===== src/rtl/plic_gateway.sv =====
// PLIC interrupt gateway: converts level/edge peripheral lines into at most one
// outstanding PLIC request per source, with claim/complete handshake and edge counting.
module plic_gateway #(
   parameter int unsigned         NUM_SRC   = 3,
   parameter logic [NUM_SRC-1:0]  EDGE_MASK = '0,
   parameter int unsigned         CNT_W     = 4
) (
   input  logic               clk_i,
   input  logic               rst_i,
   input  logic [NUM_SRC-1:0] src_irq_i,
   input  logic               claim_valid_i,
   input  logic [3:0]         claim_id_i,
   input  logic               complete_valid_i,
   input  logic [3:0]         complete_id_i,
   output logic [NUM_SRC-1:0] pending_o,
   output logic [NUM_SRC-1:0] in_service_o,
   output logic [NUM_SRC-1:0] edge_ovf_o
);

   localparam logic [CNT_W-1:0] CNT_MAX = '1;
   localparam logic [CNT_W-1:0] CNT_ONE = CNT_W'(1);

   typedef enum logic [1:0] {
      ST_IDLE = 2'd0,
      ST_PEND = 2'd1,
      ST_SERV = 2'd2
   } state_t;

   state_t             r_state     [NUM_SRC];
   state_t             w_state_nxt [NUM_SRC];
   logic [CNT_W-1:0]   r_cnt       [NUM_SRC];
   logic [CNT_W-1:0]   w_cnt_nxt   [NUM_SRC];
   logic [NUM_SRC-1:0] r_src_q;
   logic [NUM_SRC-1:0] r_src_prev;
   logic [NUM_SRC-1:0] r_ovf;
   logic [NUM_SRC-1:0] w_ovf_nxt;
   logic [NUM_SRC-1:0] w_trig;
   logic [NUM_SRC-1:0] w_claim_hit;
   logic [NUM_SRC-1:0] w_comp_hit;

   // Edge sources need a rising edge; level sources just the sampled line.
   assign w_trig = r_src_q & ~(r_src_prev & EDGE_MASK);

   // ID decode; out-of-range and zero IDs never match any source.
   for (genvar g = 0; g < NUM_SRC; g++) begin : g_dec
      assign w_claim_hit[g]  = claim_valid_i    && (claim_id_i    == 4'(g + 1));
      assign w_comp_hit[g]   = complete_valid_i && (complete_id_i == 4'(g + 1));
      assign pending_o[g]    = (r_state[g] == ST_PEND);
      assign in_service_o[g] = (r_state[g] == ST_SERV);
   end

   assign edge_ovf_o = r_ovf;

   always_ff @(posedge clk_i) begin
      if (rst_i) begin
         r_src_q    <= '0;
         r_src_prev <= '0;
         r_ovf      <= '0;
         for (int i = 0; i < NUM_SRC; i++) begin
            r_state[i] <= ST_IDLE;
            r_cnt[i]   <= '0;
         end
      end else begin
         r_src_q    <= src_irq_i;
         r_src_prev <= r_src_q;
         r_ovf      <= w_ovf_nxt;
         for (int i = 0; i < NUM_SRC; i++) begin
            r_state[i] <= w_state_nxt[i];
            r_cnt[i]   <= w_cnt_nxt[i];
         end
      end
   end

   always_comb begin
      w_ovf_nxt = r_ovf;
      for (int i = 0; i < NUM_SRC; i++) begin
         w_state_nxt[i] = r_state[i];
         w_cnt_nxt[i]   = r_cnt[i];
      end

      for (int i = 0; i < NUM_SRC; i++) begin
         case (r_state[i])
            ST_IDLE: if (w_trig[i]) w_state_nxt[i] = ST_PEND;
            ST_PEND: if (w_claim_hit[i]) w_state_nxt[i] = ST_SERV;
            ST_SERV: begin
               if (w_comp_hit[i]) begin
                  if (EDGE_MASK[i]) begin
                     // Effective count = stored count + this cycle's edge; consume one.
                     if ((r_cnt[i] != '0) || w_trig[i]) begin
                        w_state_nxt[i] = ST_PEND;
                        if (!w_trig[i]) w_cnt_nxt[i] = r_cnt[i] - CNT_ONE;
                     end else begin
                        w_state_nxt[i] = ST_IDLE;
                     end
                  end else begin
                     w_state_nxt[i] = r_src_q[i] ? ST_PEND : ST_IDLE;
                  end
               end
            end
            default: w_state_nxt[i] = ST_IDLE;
         endcase

         // Edges arriving while a request is outstanding are banked.
         if (EDGE_MASK[i] && w_trig[i] && (r_state[i] != ST_IDLE)) begin
            if (r_cnt[i] == CNT_MAX) begin
               w_ovf_nxt[i] = 1'b1;
            end else if (!((r_state[i] == ST_SERV) && w_comp_hit[i])) begin
               w_cnt_nxt[i] = r_cnt[i] + CNT_ONE;
            end
         end
      end
   end

endmodule


===== config.mk =====
export PLATFORM = sky130hd
export DESIGN_NAME = plic_gateway
export DESIGN_NICKNAME = d
export VERILOG_FILES = /design/src/rtl/plic_gateway.sv
export SDC_FILE = /design/constraint.sdc
export NUM_CORES = 1
export LEC_CHECK = 0
export BUFFER_PORTS_ARGS = -buffer_cell sky130_fd_sc_hd__buf_2
export CAP_MARGIN = 20
export CORE_AREA = 2 2 39 41
export CTS_BUF_LIST = sky130_fd_sc_hd__clkbuf_16
export CTS_CLUSTER_DIAMETER = 200
export CTS_CLUSTER_SIZE = 24
export DETAILED_ROUTE_END_ITERATION = 16
export DIE_AREA = 0 0 41 43
export PLACE_DENSITY = 0.68
export SKIP_LAST_GASP = 1
export SYNTH_ARGS = -nofsm -noshare
export SYNTH_HDL_FRONTEND = slang
export SYNTH_SLANG_ARGS = --single-unit
export TNS_END_PERCENT = 30

===== constraint.sdc =====
create_clock -name clk_i -period 1.6 [get_ports clk_i]
set_clock_uncertainty 0.05 [all_clocks]
set_input_delay 0.08 -clock clk_i [delete_from_list [all_inputs] [get_ports clk_i]]
set_output_delay 0.08 -clock clk_i [all_outputs]
set_load 0.02 [all_outputs]

==> out/results.ini <==
[sta]
slew_violations=0
grt_setup_unrepaired=false
fin_crit_sh_pct=73.6
fmax_ghz=0.849
fin_crit_ns=1.18
fin_tns_setup_ns=0
hold_violations=0
setup_viol=0

[yosys]
syn-instance-count=54
synthArstFlopShare_pct=0
synth-seq-area-share_pct=35.0
yosysUniqueCellTypes=26
syn_area_sq_um=514
avgSynthCellArea_sq_um=9.52
synth_edf_count=0
ys_ff_latch=9
ys_warn_count=0
synth_flop_cell=dfxtp_1

[job]
drv_cap=0

[die]
dieArea_sq_mm=0.00176
io_pins=24
die_x_um=41
die_height_um=43
rows=14
core_sq_mm=0.00138
initial_core_util_pct=37.2

[run_status]
status=completed

[clocking]
clock_path_buffers=2
clk_pin_slew_ns=0.04
clkLatencyLatePin_ns=0.23
cts.htree.levels=1
clock_sinks=9
cts_tree=yes
cts_buffers=3
cts_resized=0
cts_hold_buf=0
cts_setup_buffers=0
cts-root-buf=clkbuf_16

[detailed_routing]
via_per_inst=4.90
ant_nets=0
num_vias=436
drc=0
wl_per_cell_um=10.6
drt_iter0_drc=7
first_pass_iters=4
drt_wl_total_um=945

[power]
p_leak_nw=0.305
ir_drop_uv=985
power-per-cell-area_mw_per_mm2=1120

[worst_setup_path]
crit_path_max_incr_delay_ns=0.36
endpoint_kind=primary output
endpoint=pending_o[0]
r2r_cells=3
crit_arrival_ns=1.05
r2r-end=r_state[0][5]
crit_path_top_delay_cell=dfxtp_1
path_cells=nor2b_1 > buf_2
cp-start-kind=flip-flop
timing.rr.start=r_state[0][5]
worstPathRequired_ns=1.47
path_class=reg2out
r2r_slack_ns=0.63
path_max_fanout=4
critPathLaunch=r_state[0][0]

[finish]
final_util_pct=48.5
fin_area_sq_um=671
num_antenna_cells=0
final_cell_count_no_fill=89
syn2layout_area_growth_pct=30.4
layout-drive-gt1-share_pct=41.1
fin_nets=89

[global_routing]
grt_usage_pct=12.5
grt_max_degree=12
grt_pass1_wl_mm=1.52
first_global_vias=403
overflow=0
antenna_found_initial=0

[placed_design]
place_congestion=0.740
numPlacedInstances=85
placed_cell_area_sq_um=592
port_buffers=20

[min_path]
worst_hold_path_type=in2reg

[stage by stage]
step	hold slack (ns)	power, mW	worst slack, ns
finish	0.0116	0.748	0.422
floorplan	0.158	0.306	0.691
global route	0.0311	0.776	0.354
detailed placement	0.246	0.325	0.563
global placement	0.242	0.323	0.584
CTS	0.00979	0.755	0.431
[cells in the mapped netlist (2+ instances only)]
master | count | share of area, %
nor2b_1 | 8 | 9.7
dfxtp_1 | 9 | 35
buf_4 | 6 | 8.8
nor3b_1 | 2 | 2.9
nor2_1 | 5 | 3.7
inv_1 | 4 | 2.9
[cell families (layout without fill, tap and decap cells)]
logic type             after synthesis  count (layout)  synth area share (%)
AND/OR/NAND/NOR                     22              22                  28.2
AO/OA/AOI/OAI                       11              11                  23.4
buffers and inverters               11              28                  12.6
flip-flops                           9               9                  35.0
other                                1               3                 0.729
[registers in the layout (all words and copies together), names as in the netlist]
name     cells
r_src_q      3
r_state      6
[layout make-up]
| class | instances | area [sq um] |
|---|---|---|
| clock inverter | 1 | 3.75 |
| fill | 138 | 713 |
| multi-input combinational | 36 | 277 |
| sequential | 9 | 180 |
| clock buffer | 3 | 75.1 |
| timing repair buffer | 20 | 100 |
| tap | 16 | 20.0 |
| inverter | 4 | 15.0 |
[routing by layer]
metal | vias up | wire (um) | track usage (%)
li1 | 227 | - | -
met1 | 191 | 446 | 14.7
met2 | 18 | 405 | 20.0
met3 | 0 | 93 | 7.85
met4 | 0 | 0 | 0
met5 | - | 0 | 0
[layout by cell type (no fill, tap or decap)]
| cell | count |
|---|---|
| a2111o_1 | 1 |
| a2111oi_2 | 1 |
| a211oi_2 | 1 |
| a31o_2 | 1 |
| a32o_1 | 1 |
| a41o_1 | 1 |
| a41oi_1 | 1 |
| and4bb_1 | 1 |
| and4bb_4 | 1 |
| buf_2 | 20 |
| clkbuf_16 | 3 |
| conb_1 | 3 |
| dfxtp_1 | 9 |
| inv_1 | 5 |
| nand2_1 | 1 |
| nand2b_1 | 1 |
| nand3b_1 | 1 |
| nand4_1 | 1 |
| nor2_1 | 5 |
| nor2b_1 | 8 |
| nor3b_1 | 2 |
| o221a_2 | 1 |
| o31ai_1 | 1 |
| o32ai_1 | 1 |
| o41ai_2 | 1 |
| or2b_2 | 1 |
[worst min-delay path by stage]
stage            startpoint    endpoint  slack (ns)  depth (start not counted)
2_1_floorplan  src_irq_i[0]  r_src_q[0]        0.16                          1
3_3_place_gp   src_irq_i[0]  r_src_q[0]        0.24                          2
3_5_place_dp   src_irq_i[0]  r_src_q[0]        0.25                          2
4_1_cts        src_irq_i[0]  r_src_q[0]        0.01                          2
5_1_grt        src_irq_i[0]  r_src_q[0]        0.03                          2
6_report       src_irq_i[0]  r_src_q[0]        0.01                          2
[worst max-delay path, delay by kind of cell (launching register included)]
family	cells	cell delay, ns
DFF	1	0.36
and+or+nand+nor	1	0.25
buffers and inverters	1	0.21
[power by group]
group / leakage, nW / internal [mW] / total, mW / switching (mW)
Combinational: 0.189 / 0.0345 / 0.0761 / 0.0415
Sequential: 0.0740 / 0.236 / 0.245 / 0.00947
Clock: 0.0423 / 0.326 / 0.427 / 0.101
Total: 0.305 / 0.596 / 0.748 / 0.152
(Power assumes the default switching activity.)
